===== src/rtl/multipack_pkg.sv =====
// Shared definitions for the multi-dimensional packed-array datapath.
//   mp_state_e     : control state of the unpacker (empty / holding a word)
//   MP_CNT_SINGLE  : out_count value for a one-lane beat
//   MP_CNT_PAIR    : out_count value for a two-lane beat
package multipack_pkg;

  typedef enum logic {
    MP_IDLE = 1'b0,
    MP_BUSY = 1'b1
  } mp_state_e;

  localparam logic [1:0] MP_CNT_SINGLE = 2'd1;
  localparam logic [1:0] MP_CNT_PAIR   = 2'd2;

endpackage : multipack_pkg


===== src/rtl/multipack_lane_sel.sv =====
// Combinational lane selector for the unpacker.
// Picks one lane, or two adjacent lanes as an ascending (+:) or descending
// (-:) part-select, out of the held word at the current walk index, and
// flags whether that index is the final one for the word's mode.
//   hold      : held packed word, lane i is hold[i]
//   idx       : current walk index
//   pair      : 0 = one lane per beat, 1 = two lanes per beat
//   desc      : 0 = walk up from lane 0, 1 = walk down from lane LANES-1
//   out_data  : beat payload, unused upper slot is 0 in single mode
//   out_count : number of valid lanes in out_data (1 or 2)
//   last      : idx is the final index of the walk
module multipack_lane_sel
  import multipack_pkg::*;
#(
  parameter int LANES = 4,
  parameter int W     = 3,
  parameter int IW    = $clog2(LANES)
) (
  input  logic [LANES-1:0][W-1:0] hold,
  input  logic [IW-1:0]           idx,
  input  logic                    pair,
  input  logic                    desc,
  output logic [1:0][W-1:0]       out_data,
  output logic [1:0]              out_count,
  output logic                    last
);

  localparam logic [IW-1:0] IDX_TOP      = IW'(LANES - 1);
  localparam logic [IW-1:0] IDX_PAIR_TOP = IW'(LANES - 2);
  localparam logic [IW-1:0] IDX_ONE      = IW'(1);

  // Neighbour indices; they only leave the lane range on combinations the
  // walk never reaches, because last stops it first.
  logic [IW-1:0] idx_up;
  logic [IW-1:0] idx_dn;

  assign idx_up = idx + IDX_ONE;
  assign idx_dn = idx - IDX_ONE;

  // NOTE: every output gets a default at the top of the block, so no path
  // through the case split can leave one unassigned and infer a latch.
  always_comb begin
    out_data  = '0;
    out_count = MP_CNT_SINGLE;
    last      = 1'b0;
    if (!pair) begin
      out_data[0] = hold[idx];
      last        = desc ? (idx == '0) : (idx == IDX_TOP);
    end else if (!desc) begin
      out_data[0] = hold[idx];
      out_data[1] = hold[idx_up];
      out_count   = MP_CNT_PAIR;
      last        = (idx == IDX_PAIR_TOP);
    end else begin
      out_data[1] = hold[idx];
      out_data[0] = hold[idx_dn];
      out_count   = MP_CNT_PAIR;
      last        = (idx == IDX_ONE);
    end
  end

endmodule : multipack_lane_sel


===== src/rtl/multipack_unpacker.sv =====
// Reader side of the packed-array datapath: takes one packed word of LANES
// elements and streams it out one lane (or one adjacent lane pair) per beat.
//   clk, rst_n  : clock, asynchronous active-low reset
//   in_valid    : a word is offered on in_data
//   in_ready    : a word can be taken this cycle (also on the last beat)
//   in_data     : packed word, lane i is in_data[i]
//   in_pair     : 0 = one lane per beat, 1 = two lanes per beat
//   in_desc     : 0 = ascending from lane 0, 1 = descending from LANES-1
//   out_valid   : a beat is presented
//   out_ready   : the consumer takes the beat
//   out_data    : beat payload
//   out_count   : valid lanes in out_data (1 or 2), 0 when idle
//   out_last    : final beat of the word
module multipack_unpacker
  import multipack_pkg::*;
#(
  parameter int LANES = 4,
  parameter int W     = 3
) (
  input  logic                    clk,
  input  logic                    rst_n,
  input  logic                    in_valid,
  output logic                    in_ready,
  input  logic [LANES-1:0][W-1:0] in_data,
  input  logic                    in_pair,
  input  logic                    in_desc,
  output logic                    out_valid,
  input  logic                    out_ready,
  output logic [1:0][W-1:0]       out_data,
  output logic [1:0]              out_count,
  output logic                    out_last
);

  localparam int            IW      = $clog2(LANES);
  localparam logic [IW-1:0] IDX_TOP = IW'(LANES - 1);
  localparam logic [IW-1:0] STEP1   = IW'(1);
  localparam logic [IW-1:0] STEP2   = IW'(2);

  mp_state_e               state;
  logic [LANES-1:0][W-1:0] hold;
  logic [IW-1:0]           idx;
  logic                    pair_q;
  logic                    desc_q;

  logic [1:0][W-1:0] sel_data;
  logic [1:0]        sel_count;
  logic              sel_last;
  logic              busy;
  logic              beat_fire;
  logic              accept;
  logic [IW-1:0]     step;
  logic [IW-1:0]     idx_next;

  multipack_lane_sel #(
    .LANES (LANES),
    .W     (W),
    .IW    (IW)
  ) u_lane_sel (
    .hold      (hold),
    .idx       (idx),
    .pair      (pair_q),
    .desc      (desc_q),
    .out_data  (sel_data),
    .out_count (sel_count),
    .last      (sel_last)
  );

  assign busy      = (state == MP_BUSY);
  assign beat_fire = busy && out_ready;
  // Taking the next word on the last beat keeps back-to-back words bubble-free.
  assign in_ready  = !busy || (beat_fire && sel_last);
  assign accept    = in_valid && in_ready;

  assign out_valid = busy;
  assign out_data  = busy ? sel_data  : '0;
  assign out_count = busy ? sel_count : 2'd0;
  assign out_last  = busy && sel_last;

  assign step     = pair_q ? STEP2 : STEP1;
  assign idx_next = desc_q ? (idx - step) : (idx + step);

  // NOTE: sequential state uses non-blocking assignments only, so every
  // register samples the pre-edge values and ordering within the block
  // cannot change behaviour.
  always_ff @(posedge clk or negedge rst_n) begin
    if (!rst_n) begin
      state  <= MP_IDLE;
      // NOTE: the hold register is reset (and cleared on going idle) on
      // purpose: an empty unpacker must never expose a stale word.
      hold   <= '0;
      idx    <= '0;
      pair_q <= 1'b0;
      desc_q <= 1'b0;
    end else if (accept) begin
      state  <= MP_BUSY;
      hold   <= in_data;
      pair_q <= in_pair;
      desc_q <= in_desc;
      idx    <= in_desc ? IDX_TOP : '0;
    end else if (beat_fire) begin
      if (sel_last) begin
        state <= MP_IDLE;
        hold  <= '0;
        idx   <= '0;
      end else begin
        idx <= idx_next;
      end
    end
  end

endmodule : multipack_unpacker


===== config.mk =====
export PLATFORM = sky130hd
export DESIGN_NAME = multipack_unpacker
export DESIGN_NICKNAME = d
export VERILOG_FILES = /design/src/rtl/multipack_pkg.sv /design/src/rtl/multipack_lane_sel.sv /design/src/rtl/multipack_unpacker.sv
export SDC_FILE = /design/constraint.sdc
export NUM_CORES = 1
export LEC_CHECK = 0
export ABC_AREA = 1
export CAP_MARGIN = 0
export CORE_MARGIN = 1.5
export CORE_UTILIZATION = 53
export DETAILED_ROUTE_END_ITERATION = 10
export PLACE_DENSITY = 0.9
export RECOVER_POWER = 50
export SETUP_SLACK_MARGIN = 0.2
export SLEW_MARGIN = 20
export SYNTH_ARGS = -nofsm -noshare
export SYNTH_HDL_FRONTEND = slang
export SYNTH_SLANG_ARGS = --single-unit

===== constraint.sdc =====
create_clock -name clk -period 3.9 [get_ports clk]
set_input_delay 0.975 -clock clk [delete_from_list [all_inputs] [get_ports clk]]
set_output_delay 0.975 -clock clk [all_outputs]
set_load 0.01 [all_outputs]

==> implementation parameters, run 1 <==
Parameter                              Value

Timing
  Final Critical Period    3.550 ns
  Worst-Margin Slew    0.7792 ns
  Worst slew slack as a fraction of its limit    0.4788
  Final hold violation count    0
  Clock skew    0.004655 ns
  Max Slew Vio Count    0
  Number of setup violations in the final report    0
  Setup repair after global routing missed its margin    no
  Sum of negative setup slack    0 ns
  Period utilisation layout    0.9102
  Maximum operating frequency    281.7 MHz

Power
  Standby leakage power    0.7413 nW
  Overall power after layout    1.303 mW
  IR Drop Worst-Case VDD    0.5510 mV
  Power density over the cells    877.6 mW/mm²

Worst setup path
  Crit path buf inv count    3
  CP Max Fanout    9
  Nature of the critical path endpoint    output port
  Critical path origin    idx[1]$_DFFE_PN0P_
  Critical Path Most Common Cell    inv_1
  Family with the most delay on the worst path    buffers and inverters
  Slowest cell on the critical path    clkdlybuf4s50_1
  Cell Chain, Critical Path    inv_1 -> ha_1 -> inv_1 -> o21ai_0 -> nor2_1 -> a211oi_1 -> clkdlybuf4s50_1
  Max incr delay on CP    0.58 ns
  Worst R2R Start    idx[1]$_DFFE_PN0P_
  CP required    2.92 ns
  Type of element launching the critical path    flop
  Worst Path Arrival    2.57 ns
  Critical path class    reg2out

Synthesis
  Synth Instances    172
  Mapped cell area    0.001214 mm²
  Net count after synthesis    195
  Synth Area per Inst    7.056 µm²
  Number of library cell types mapped by synthesis    24
  #FFs+latches synth    17
  Yosys warns    0
  Share of synthesized area occupied by flip-flops and latches    0.3505

Layout
  Most common cell after layout, fill and taps aside    nand2_1
  Fin util    0.6779
  Growth of design area from synthesis to finish    22.37%
  Count of nets after finishing    224
  Cell area after layout    0.001485 mm²
  Layout cells sized above 1    0.07000
  Most used cells in the layout excluding fill and tap cells    nand2_1, clkdlybuf4s50_1, o21ai_0
  Count of inserted antenna diode cells    0

Run
  Reported max-cap violation count    0

Clock tree
  Number of sinks handled by clock tree synthesis    17
  H-tree depth reported by CTS    1
  CTS tree    done
  Count of buffers added by post-CTS timing repair for setup    0
  Post-CTS sizing    0
  Register clock-pin slew on the reported worst setup and hold paths    0.11 ns
  Total clock buffers created by CTS    3
  Later-pin clock latency in the skew report    0.30 ns
  Root buffer cell    clkbuf_4
  Number of buffers between clock root and the deepest sink    2
  CTS hold repair buffers    0

Place
  HPWL after DPL    2.289 mm
  Gpl congestion    0.8357
  Count of buffers inserted at the top-level ports    28
  Standard cell area after detailed placement    0.001491 mm²

Global route
  Initial antenna violation count    0
  Pin count of the biggest net entering global routing    24
  Global route total overflow    0
  Vias in the first global route    1202
  First-pass GRT wire length    5.209 mm
  Overall global routing resource usage    0.2684

Floorplanning
  Die Span X    50.86 µm
  Count of boundary I/O pins    29
  Die Area    0.002586 mm²
  Height of the chip    50.86 µm
  Row cnt    17
  Area of the core region    0.002191 mm²
  Effective utilization at floorplan    0.5540

Routing
  Post-DR wirelength/cell    12.89 µm
  Detailed Route WL    2.940 mm
  Via count    1212
  Detail-routed via count per cell    5.316
  Violation count after the first detailed-route iteration    29
  Antenna viol nets, final    0
  Remaining DRCs    0
  Detailed Routing Iterations Pass 1    4

Min path
  Hold Path Class    reg2reg
  Origin of the worst min-delay path    hold[4]$_DFFE_PN0P_

Status
  Run status    completed
power breakdown:
| group | switching (mW) | total, mW | internal, mW | leakage [nW] |
|---|---|---|---|---|
| clock network | 0.0611 | 0.0993 | 0.0383 | 0.0177 |
| logic | 0.502 | 0.864 | 0.362 | 0.511 |
| registers | 0.0841 | 0.340 | 0.256 | 0.212 |
| total | 0.647 | 1.30 | 0.656 | 0.741 |
per-stage QoR:
| step | std cells | hold WS (ns) | setup slack (ns) |
|---|---|---|---|
| 2_1_floorplan | 172 | 0.4868 | 1.345 |
| 3_3_place_gp | 224 | 0.5167 | 0.5689 |
| 3_5_place_dp | 224 | 0.5218 | 0.5519 |
| 4_1_cts | 228 | 0.5586 | 0.3702 |
| 5_1_grt | 228 | 0.5895 | 0.2140 |
| 6_report | 228 | 0.5552 | 0.3502 |
final cells by class:
cell class / count / area (µm²)
Multi-Input combinational cell: 131 / 631.9
Clock inverter: 1 / 5.005
Sequential cell: 17 / 425.4
Fill cell: 197 / 705.7
Timing Repair Buffer: 29 / 287.8
Clock buffer: 3 / 22.52
Tap cell: 28 / 35.03
Inverter: 19 / 77.57
cell usage after synthesis:
master	instances	share of area
xnor2_1	1	0.0072
inv_6	1	0.0072
a21oi_1	7	0.029
inv_1	16	0.049
o22ai_1	2	0.010
a211oi_1	2	0.012
nand3_4	1	0.014
inv_2	1	0.0031
clkbuf_1	1	0.0031
buf_2	2	0.0082
nand3_1	11	0.045
nand2_2	2	0.010
ha_1	5	0.052
buf_12	1	0.016
dfrtp_1	17	0.35
o21ai_2	3	0.022
buf_6	1	0.0093
inv_4	1	0.0052
nor2_1	11	0.034
xor2_1	1	0.0072
o21ai_0	18	0.074
nand2_1	63	0.19
nand2_4	2	0.019
nand3_2	2	0.016
registers in the layout (all words and copies together), names as in the netlist:
register	cells
idx	2
desc_q	1
pair_q	1
hold	12
out_valid	1
kinds of logic (layout without fill, tap and decap cells):
| family | count (synthesis) | count (layout) | share of synthesized area |
|---|---|---|---|
| simple gates | 92 | 92 | 0.3340 |
| compound gates | 32 | 32 | 0.1474 |
| buf+inv | 24 | 52 | 0.1021 |
| flops | 17 | 17 | 0.3505 |
| fa+ha+maj | 5 | 5 | 0.05155 |
| xor+xnor | 2 | 2 | 0.01444 |
worst min-delay path, cell delays in order (launching register included):
cell	delay, ns
dfrtp_1	0.39
nand3_1	0.08
nand2_1	0.06
layer usage:
layer | GRT usage | share of wire | up-vias
met4 | 0.09009 | 0.014 | 0
met5 | 0 | 0 | -
met2 | 0.4759 | 0.49 | 51
met1 | 0.3327 | 0.45 | 548
met3 | 0.04094 | 0.050 | 5
li1 | - | - | 608
final timing paths:
kind | to | slack [ns] | cells past startpoint
max in group asynchronous | pair_q$_DFFE_PN0N_ | 2.23 | 1
min in group asynchronous | hold[10]$_DFFE_PN0P_ | 1.18 | 1
hold / removal | hold[4]$_DFFE_PN0P_ | 0.56 | 2
setup reg to reg | pair_q$_DFFE_PN0N_ | 1.32 | 10
setup / recovery | out_data[1] | 0.35 | 7
hold reg to reg | hold[4]$_DFFE_PN0P_ | 0.56 | 2
No activity file was read; power rests on OpenSTA's default activity.
==> run 2: changes to the inputs <==
--- a/config.mk
+++ b/config.mk
@@ -15,3 +15,3 @@
 export SETUP_SLACK_MARGIN = 0.2
-export SLEW_MARGIN = 20
+export SLEW_MARGIN = 25
 export SYNTH_ARGS = -nofsm -noshare
--- a/constraint.sdc
+++ b/constraint.sdc
@@ -3,2 +3,2 @@
 set_output_delay 0.975 -clock clk [all_outputs]
-set_load 0.01 [all_outputs]
+set_load 0.005 [all_outputs]
==> run 2 against run 1 <==
Die area did not move. Routed wire length rose by 0.61%. First-iteration DRC count fell by 48%. Utilization rose by 0.23 points. Sequential share of layout area fell by 0.096 points. Clock-buffer cell count did not move. Via count rose by 1.4%. Final area rose by 0.34%. Critical path depth fell by 1. Largest cell class unchanged. Largest power group unchanged.
==> implementation parameters, run 2 (synthesis gave the netlist of run 1 again) <==
Parameter                              Value

Worst setup path
  CP required    2.92 ns (about the same)
  Register-to-register path setup slack    1.37 ns (+0.05 ns)
  CP Max Fanout    8 (-1)
  Critical path class    in2out
  Nature of the critical path endpoint    output port
  Terminus of the critical flop-to-flop path    pair_q$_DFFE_PN0N_
  Worst r2r path cells    10 (unchanged)
  Worst Path Arrival    2.55 ns (-0.02 ns)
  Worst R2R Start    idx[1]$_DFFE_PN0P_
  Type of element launching the critical path    input pin

Routing
  Detailed Route WL    2.958 mm (+0.61%)
  Antenna viol nets, final    0 (unchanged)
  Met2 wirelength from detailed routing    1.482 mm (+3.5%)
  Remaining DRCs    0 (unchanged)
  Via count    1229 (+1.4%)
  Wire length on met1    1.284 mm (-2.6%)
  Violation count after the first detailed-route iteration    15 (-48%)
  Met3 WL post-DR    140 µm (-5.4%)
  Detailed Routing Iterations Pass 1    4 (unchanged)
  Highest routed metal layer    met4
  Post-DR wirelength/cell    12.97 µm (+0.61%)
  Detail-routed via count per cell    5.390 (+1.4%)

Floorplanning
  Row cnt    17 (unchanged)
  Area of the core region    0.002191 mm² (unchanged)
  Count of boundary I/O pins    29 (unchanged)
  Die Span X    50.86 µm (unchanged)
  Effective utilization at floorplan    0.5540 (unchanged)
  Die Area    0.002586 mm² (unchanged)
  Height of the chip    50.86 µm (unchanged)

Clock tree
  Post-CTS sizing    0 (unchanged)
  Count of buffers added by post-CTS timing repair for setup    0 (unchanged)
  CTS hold repair buffers    0 (unchanged)
  Root buffer cell    clkbuf_4
  Total clock buffers created by CTS    3 (unchanged)
  H-tree depth reported by CTS    1 (unchanged)
  Register clock-pin slew on the reported worst setup and hold paths    0.10 ns (about the same)
  Later-pin clock latency in the skew report    0.30 ns (about the same)
  CTS tree    done
  Number of sinks handled by clock tree synthesis    17 (unchanged)
  Number of buffers between clock root and the deepest sink    2 (unchanged)

Place
  Standard cell area after detailed placement    0.001491 mm² (unchanged)
  HPWL after DPL    2.335 mm (+2.0%)
  Count of buffers inserted at the top-level ports    28 (unchanged)
  Setup slack at placement    0.5912 ns (+0.03929 ns)
  Number of placed instances, taps included    224 (unchanged)
  Gpl congestion    0.8357 (unchanged)

Timing
  Max Slew Vio Count    0 (unchanged)
  Setup repair after global routing missed its margin    no
  Sum of negative setup slack    0 ns (unchanged)
  Period utilisation layout    0.9034 (-0.006794)
  Final critical-path setup slack    0.3767 ns (+0.02650 ns)
  Worst slack on hold paths    0.5512 ns (-0.003994 ns)
  Maximum operating frequency    283.8 MHz (+0.75%)
  Final hold violation count    0 (unchanged)
  Worst-Margin Slew    0.7819 ns (+0.002619 ns)
  Clock skew    0.005576 ns (+0.0009209 ns)
  Worst slew slack as a fraction of its limit    0.4770 (-0.001751)
  Final Critical Period    3.523 ns (-0.02650 ns)
  Number of setup violations in the final report    0 (unchanged)

Layout
  Count of nets after finishing    224 (unchanged)
  Register bank with the most flops    hold
  Cell area after layout    0.001490 mm² (+0.34%)
  Largest registers in the final layout    hold x12, idx x2
  Fin util    0.6802 (+0.002285)
  Max reg flops    12 (unchanged)
  Layout cells sized above 1    0.07500 (+0.005000)
  Count of inserted antenna diode cells    0 (unchanged)
  Number of standard cells in the layout, taps in and fillers out    228 (unchanged)
  Growth of design area from synthesis to finish    22.78%
  Most common cell after layout, fill and taps aside    nand2_1
  Number of inserted filler cells in the final layout    191 (-3.0%)
  Most used cells in the layout excluding fill and tap cells    nand2_1, clkdlybuf4s50_1, o21ai_0

Power
  Standby leakage power    0.7439 nW (+0.35%)
  Power density over the cells    856.4 mW/mm² (-2.4%)
  IR Drop Worst-Case VDD    0.5507 mV (about the same)
  Overall power after layout    1.276 mW (-2.1%)

Status
  Run status    completed

Run
  Reported max-cap violation count    0 (unchanged)

Min path
  Hold Path Class    reg2reg
  Origin of the worst min-delay path    hold[5]$_DFFE_PN0P_
  Min-Delay Path Depth    2 (unchanged)
  Hold Crit Endpoint    hold[5]$_DFFE_PN0P_

Global route
  Vias in the first global route    1196 (-0.50%)
  Overall global routing resource usage    0.2747 (+0.006285)
  Initial antenna violation count    0 (unchanged)
  Global route total overflow    0 (unchanged)
  Pin count of the biggest net entering global routing    24 (unchanged)
  First-pass GRT wire length    5.250 mm (+0.79%)
## run 2: report_power, final
group | switching [mW] | internal, mW | leakage, nW
Sequential | 0.0851 | 0.256 | 0.212
Combinational | 0.475 | 0.361 | 0.514
Clock | 0.0604 | 0.0383 | 0.0177
Total | 0.621 | 0.655 | 0.744
## run 2: routing by layer
metal,GRT usage,vias to the layer above
li1,-,606
met1,0.3346,579
met2,0.4912,37
met3,0.04094,7
met4,0.09910,0
met5,0,-
## run 2: worst max path at each step
| stage | cells past startpoint | end | slack, ns | start |
|---|---|---|---|---|
| floorplan | 7 | out_data[1] | 1.45 | idx[1]$_DFFE_PN0P_ |
| global placement | 6 | in_ready | 0.60 | out_ready |
| detailed placement | 6 | in_ready | 0.59 | out_ready |
| CTS | 7 | out_data[1] | 0.43 | idx[1]$_DFFE_PN0P_ |
| global route | 7 | out_data[4] | 0.26 | idx[1]$_DFFE_PN0P_ |
| finish | 6 | in_ready | 0.38 | out_ready |
## run 2: layout make-up
type                            instances  area, µm²  area share
Timing Repair Buffer                   29      287.8      0.1931
Tap cell                               28      35.03     0.02351
Clock buffer                            3      22.52     0.01511
Inverter                               19      77.57     0.05206
Multi-Input combinational cell        131      636.9      0.4274
Clock inverter                          1      5.005    0.003359
Sequential cell                        17      425.4      0.2855
## run 2: worst max-delay path, cell delays in order
cell	delay [ns]
dlygate4sd3_1	0.52
nand2_1	0.07
inv_1	0.06
nand3_1	0.21
nand2_1	0.20
clkdlybuf4s50_1	0.52
==> run 3: changes to the inputs <==
CORE_MARGIN = 2   (was 1.5)
CORE_UTILIZATION = 55   (was 53)
CTS_BUF_LIST = sky130_fd_sc_hd__clkbuf_2 sky130_fd_sc_hd__clkbuf_4 sky130_fd_sc_hd__clkbuf_8   (was default)
PLACE_DENSITY = 0.93   (was 0.9)
==> run 3 against run 2 <==
Non-clock buffer count unchanged. Hold slack worse by 0.0062 ns. First-iteration DRC count up 53%. Cell count unchanged. Routed wire length down 5.9%. Power down 1.4%. Register-to-register slack about the same. Critical path depth unchanged. Largest cell class unchanged.
==> implementation parameters, run 3 (synthesis gave the netlist of run 1 again) <==
Parameter                              Value

Min path
  Hold Path Class    reg2reg

Power
  Power density over the cells    844.1 mW/mm² (-1.4%)
  P_int    0.6551 mW (about the same)
  Fraction of power consumed by combinational cells    0.654 (about the same)
  Net switching power    0.6028 mW (-2.9%)
  IR Drop Worst-Case VDD    0.5241 mV (-4.8%)
  Clk network pwr share    0.077 (about the same)
  Proportion of power drawn by flip-flops and latches    0.269 (+0.002)
  Standby leakage power    0.7439 nW (unchanged)
  Fraction of power spent switching nets    0.4792 (-0.007244)

Layout
  Layout cells sized above 1    0.07500 (unchanged)
  Footprint of the multi-input gates    636.9 µm² (unchanged)
  Most common cell after layout, fill and taps aside    nand2_1
  Largest registers in the final layout    hold x12, idx x2
  Register bank with the most flops    hold
  Total area of sequential cells    425.4 µm² (unchanged)
  Count of inserted antenna diode cells    0 (unchanged)
  Number of inserted filler cells in the final layout    178 (-6.8%)
  Cell area after layout    0.001490 mm² (unchanged)
  Max reg flops    12 (unchanged)
  Most used cells in the layout excluding fill and tap cells    nand2_1, clkdlybuf4s50_1, o21ai_0
  Growth of design area from synthesis to finish    22.78% (unchanged)
  Count of nets after finishing    224 (unchanged)

Global route
  Pin count of the biggest net entering global routing    24 (unchanged)
  Global routing's busiest layer    met2
  First-pass GRT wire length    5.030 mm (-4.2%)
  Global-route track usage on met3    0.04678 (+0.005848)
  Vias in the first global route    1206 (+0.84%)
  Global route total overflow    0 (unchanged)
  Met2 Use GR    0.4264 (-0.06482)
  Initial antenna violation count    0 (unchanged)
  Global routing usage on met1    0.3258 (-0.008793)
  Overall global routing resource usage    0.2583 (-0.01638)

Floorplanning
  Height of the chip    50.98 µm (+0.24%)
  Row cnt    17 (unchanged)
  Die Span X    50.98 µm (+0.24%)
  Area of the core region    0.002148 mm² (-1.9%)
  Effective utilization at floorplan    0.5649 (+0.01097)
  Die Area    0.002598 mm² (+0.47%)
  Count of boundary I/O pins    29 (unchanged)

Worst setup path
  Crit path buf inv count    3 (unchanged)
  Type of element launching the critical path    input pin
  Critical Path Most Common Cell    nand2_1
  Critical path class    in2out
  CP Max Fanout    8 (unchanged)
  Max incr delay on CP    0.52 ns (about the same)
  Family with the most delay on the worst path    buffers and inverters
  Worst Path Arrival    2.57 ns (+0.02 ns)
  CP required    2.92 ns (about the same)
  Nature of the critical path endpoint    output port
  Slowest cell on the critical path    dlygate4sd3_1
  Cell Chain, Critical Path    dlygate4sd3_1 -> nand2_1 -> inv_1 -> nand3_1 -> nand2_1 -> clkdlybuf4s50_1

Clock tree
  Count of buffers added by post-CTS timing repair for setup    0 (unchanged)
  CTS tree    done
  Total clock buffers created by CTS    3 (unchanged)
  Post-CTS sizing    0 (unchanged)
  H-tree depth reported by CTS    1 (unchanged)
  Root buffer cell    clkbuf_4
  CTS hold repair buffers    0 (unchanged)
  Number of sinks handled by clock tree synthesis    17 (unchanged)
  Later-pin clock latency in the skew report    0.29 ns (about the same)
  Number of buffers between clock root and the deepest sink    2 (unchanged)
  Register clock-pin slew on the reported worst setup and hold paths    0.10 ns (about the same)

Timing
  Final hold violation count    0 (unchanged)
  Setup repair after global routing missed its margin    no
  Worst-Margin Slew    0.7830 ns (+0.001149 ns)
  Final critical-path setup slack    0.3513 ns (-0.02541 ns)
  Sum of negative setup slack    0 ns (unchanged)
  Max Slew Vio Count    0 (unchanged)
  Period utilisation layout    0.9099 (+0.006514)
  Clock skew    0.001269 ns (-0.004307 ns)
  Number of setup violations in the final report    0 (unchanged)
  Maximum operating frequency    281.8 MHz (-0.72%)
  Worst slew slack as a fraction of its limit    0.4763 (-0.0007690)
  Final Critical Period    3.549 ns (+0.02541 ns)

Routing
  Detail-routed via count per cell    5.342 (-0.90%)
  Violation count after the first detailed-route iteration    23 (+8)
  Detailed Routing Iterations Pass 1    6 (+2)
  Detailed Route WL    2.784 mm (-5.9%)
  Via count    1218 (-0.90%)
  Post-DR wirelength/cell    12.21 µm (-5.9%)
  Remaining DRCs    0 (unchanged)
  Antenna viol nets, final    0 (unchanged)

Place
  Count of buffers inserted at the top-level ports    28 (unchanged)
  Setup slack at placement    0.5852 ns (-0.005924 ns)
  Gpl congestion    0.8325 (-0.38%)
  HPWL after DPL    2.209 mm (-5.4%)
  Standard cell area after detailed placement    0.001491 mm² (unchanged)

Run
  Reported max-cap violation count    0 (unchanged)

Status
  Run status    completed
## run 3: cell counts in the layout (fill, tap and decap cells not counted)
No cell type changed its count.
## run 3: layer usage
metal	vias up	share of wire
met1	555	0.45
met5	-	0
li1	606	-
met2	48	0.47
met4	0	0.017
met3	9	0.061
## run 3: per-stage QoR
step           hold WS [ns]  total power, mW  instances    util
2_1_floorplan        0.4868           0.9107        172       -
3_3_place_gp         0.5165            1.150        224  0.6942
3_5_place_dp         0.5159            1.185        224  0.6942
4_1_cts              0.5410            1.286        228  0.7070
5_1_grt              0.5983            1.396        228  0.6937
6_report             0.5450            1.258        228  0.6937
## run 3: path summary, 6_finish.rpt
| path | from | end | slack, ns | cells past startpoint |
|---|---|---|---|---|
| setup / recovery | out_ready | in_ready | 0.35 | 6 |
| max in group asynchronous | rst_n | pair_q$_DFFE_PN0N_ | 2.22 | 1 |
| setup reg to reg | idx[1]$_DFFE_PN0P_ | pair_q$_DFFE_PN0N_ | 1.36 | 10 |
| hold / removal | hold[5]$_DFFE_PN0P_ | hold[5]$_DFFE_PN0P_ | 0.54 | 2 |
| hold reg to reg | hold[5]$_DFFE_PN0P_ | hold[5]$_DFFE_PN0P_ | 0.54 | 2 |
| min in group asynchronous | rst_n | hold[3]$_DFFE_PN0P_ | 1.20 | 1 |
## run 3: cell type report
class,count,area share
repair buffers,29,0.1931
multi-input cells,131,0.4274
well taps,28,0.02351
inverters,19,0.05206
clock inverters,1,0.003359
flip-flops and latches,17,0.2855
clock buffers,3,0.01511
## run 3: power groups by stage
stage | registers (mW) | logic, mW | clock network [mW]
after floorplan | 0.307 | 0.604 | 0
after global placement | 0.341 | 0.809 | 0
after detailed placement | 0.345 | 0.840 | 0
after CTS | 0.341 | 0.846 | 0.0987
after global routing | 0.353 | 0.936 | 0.107
final | 0.338 | 0.823 | 0.0963
## run 3: worst min-delay path, delay by kind of cell, from the launching register on
family        cells  cell delay (ns)
flops             1             0.38
simple gates      2             0.14
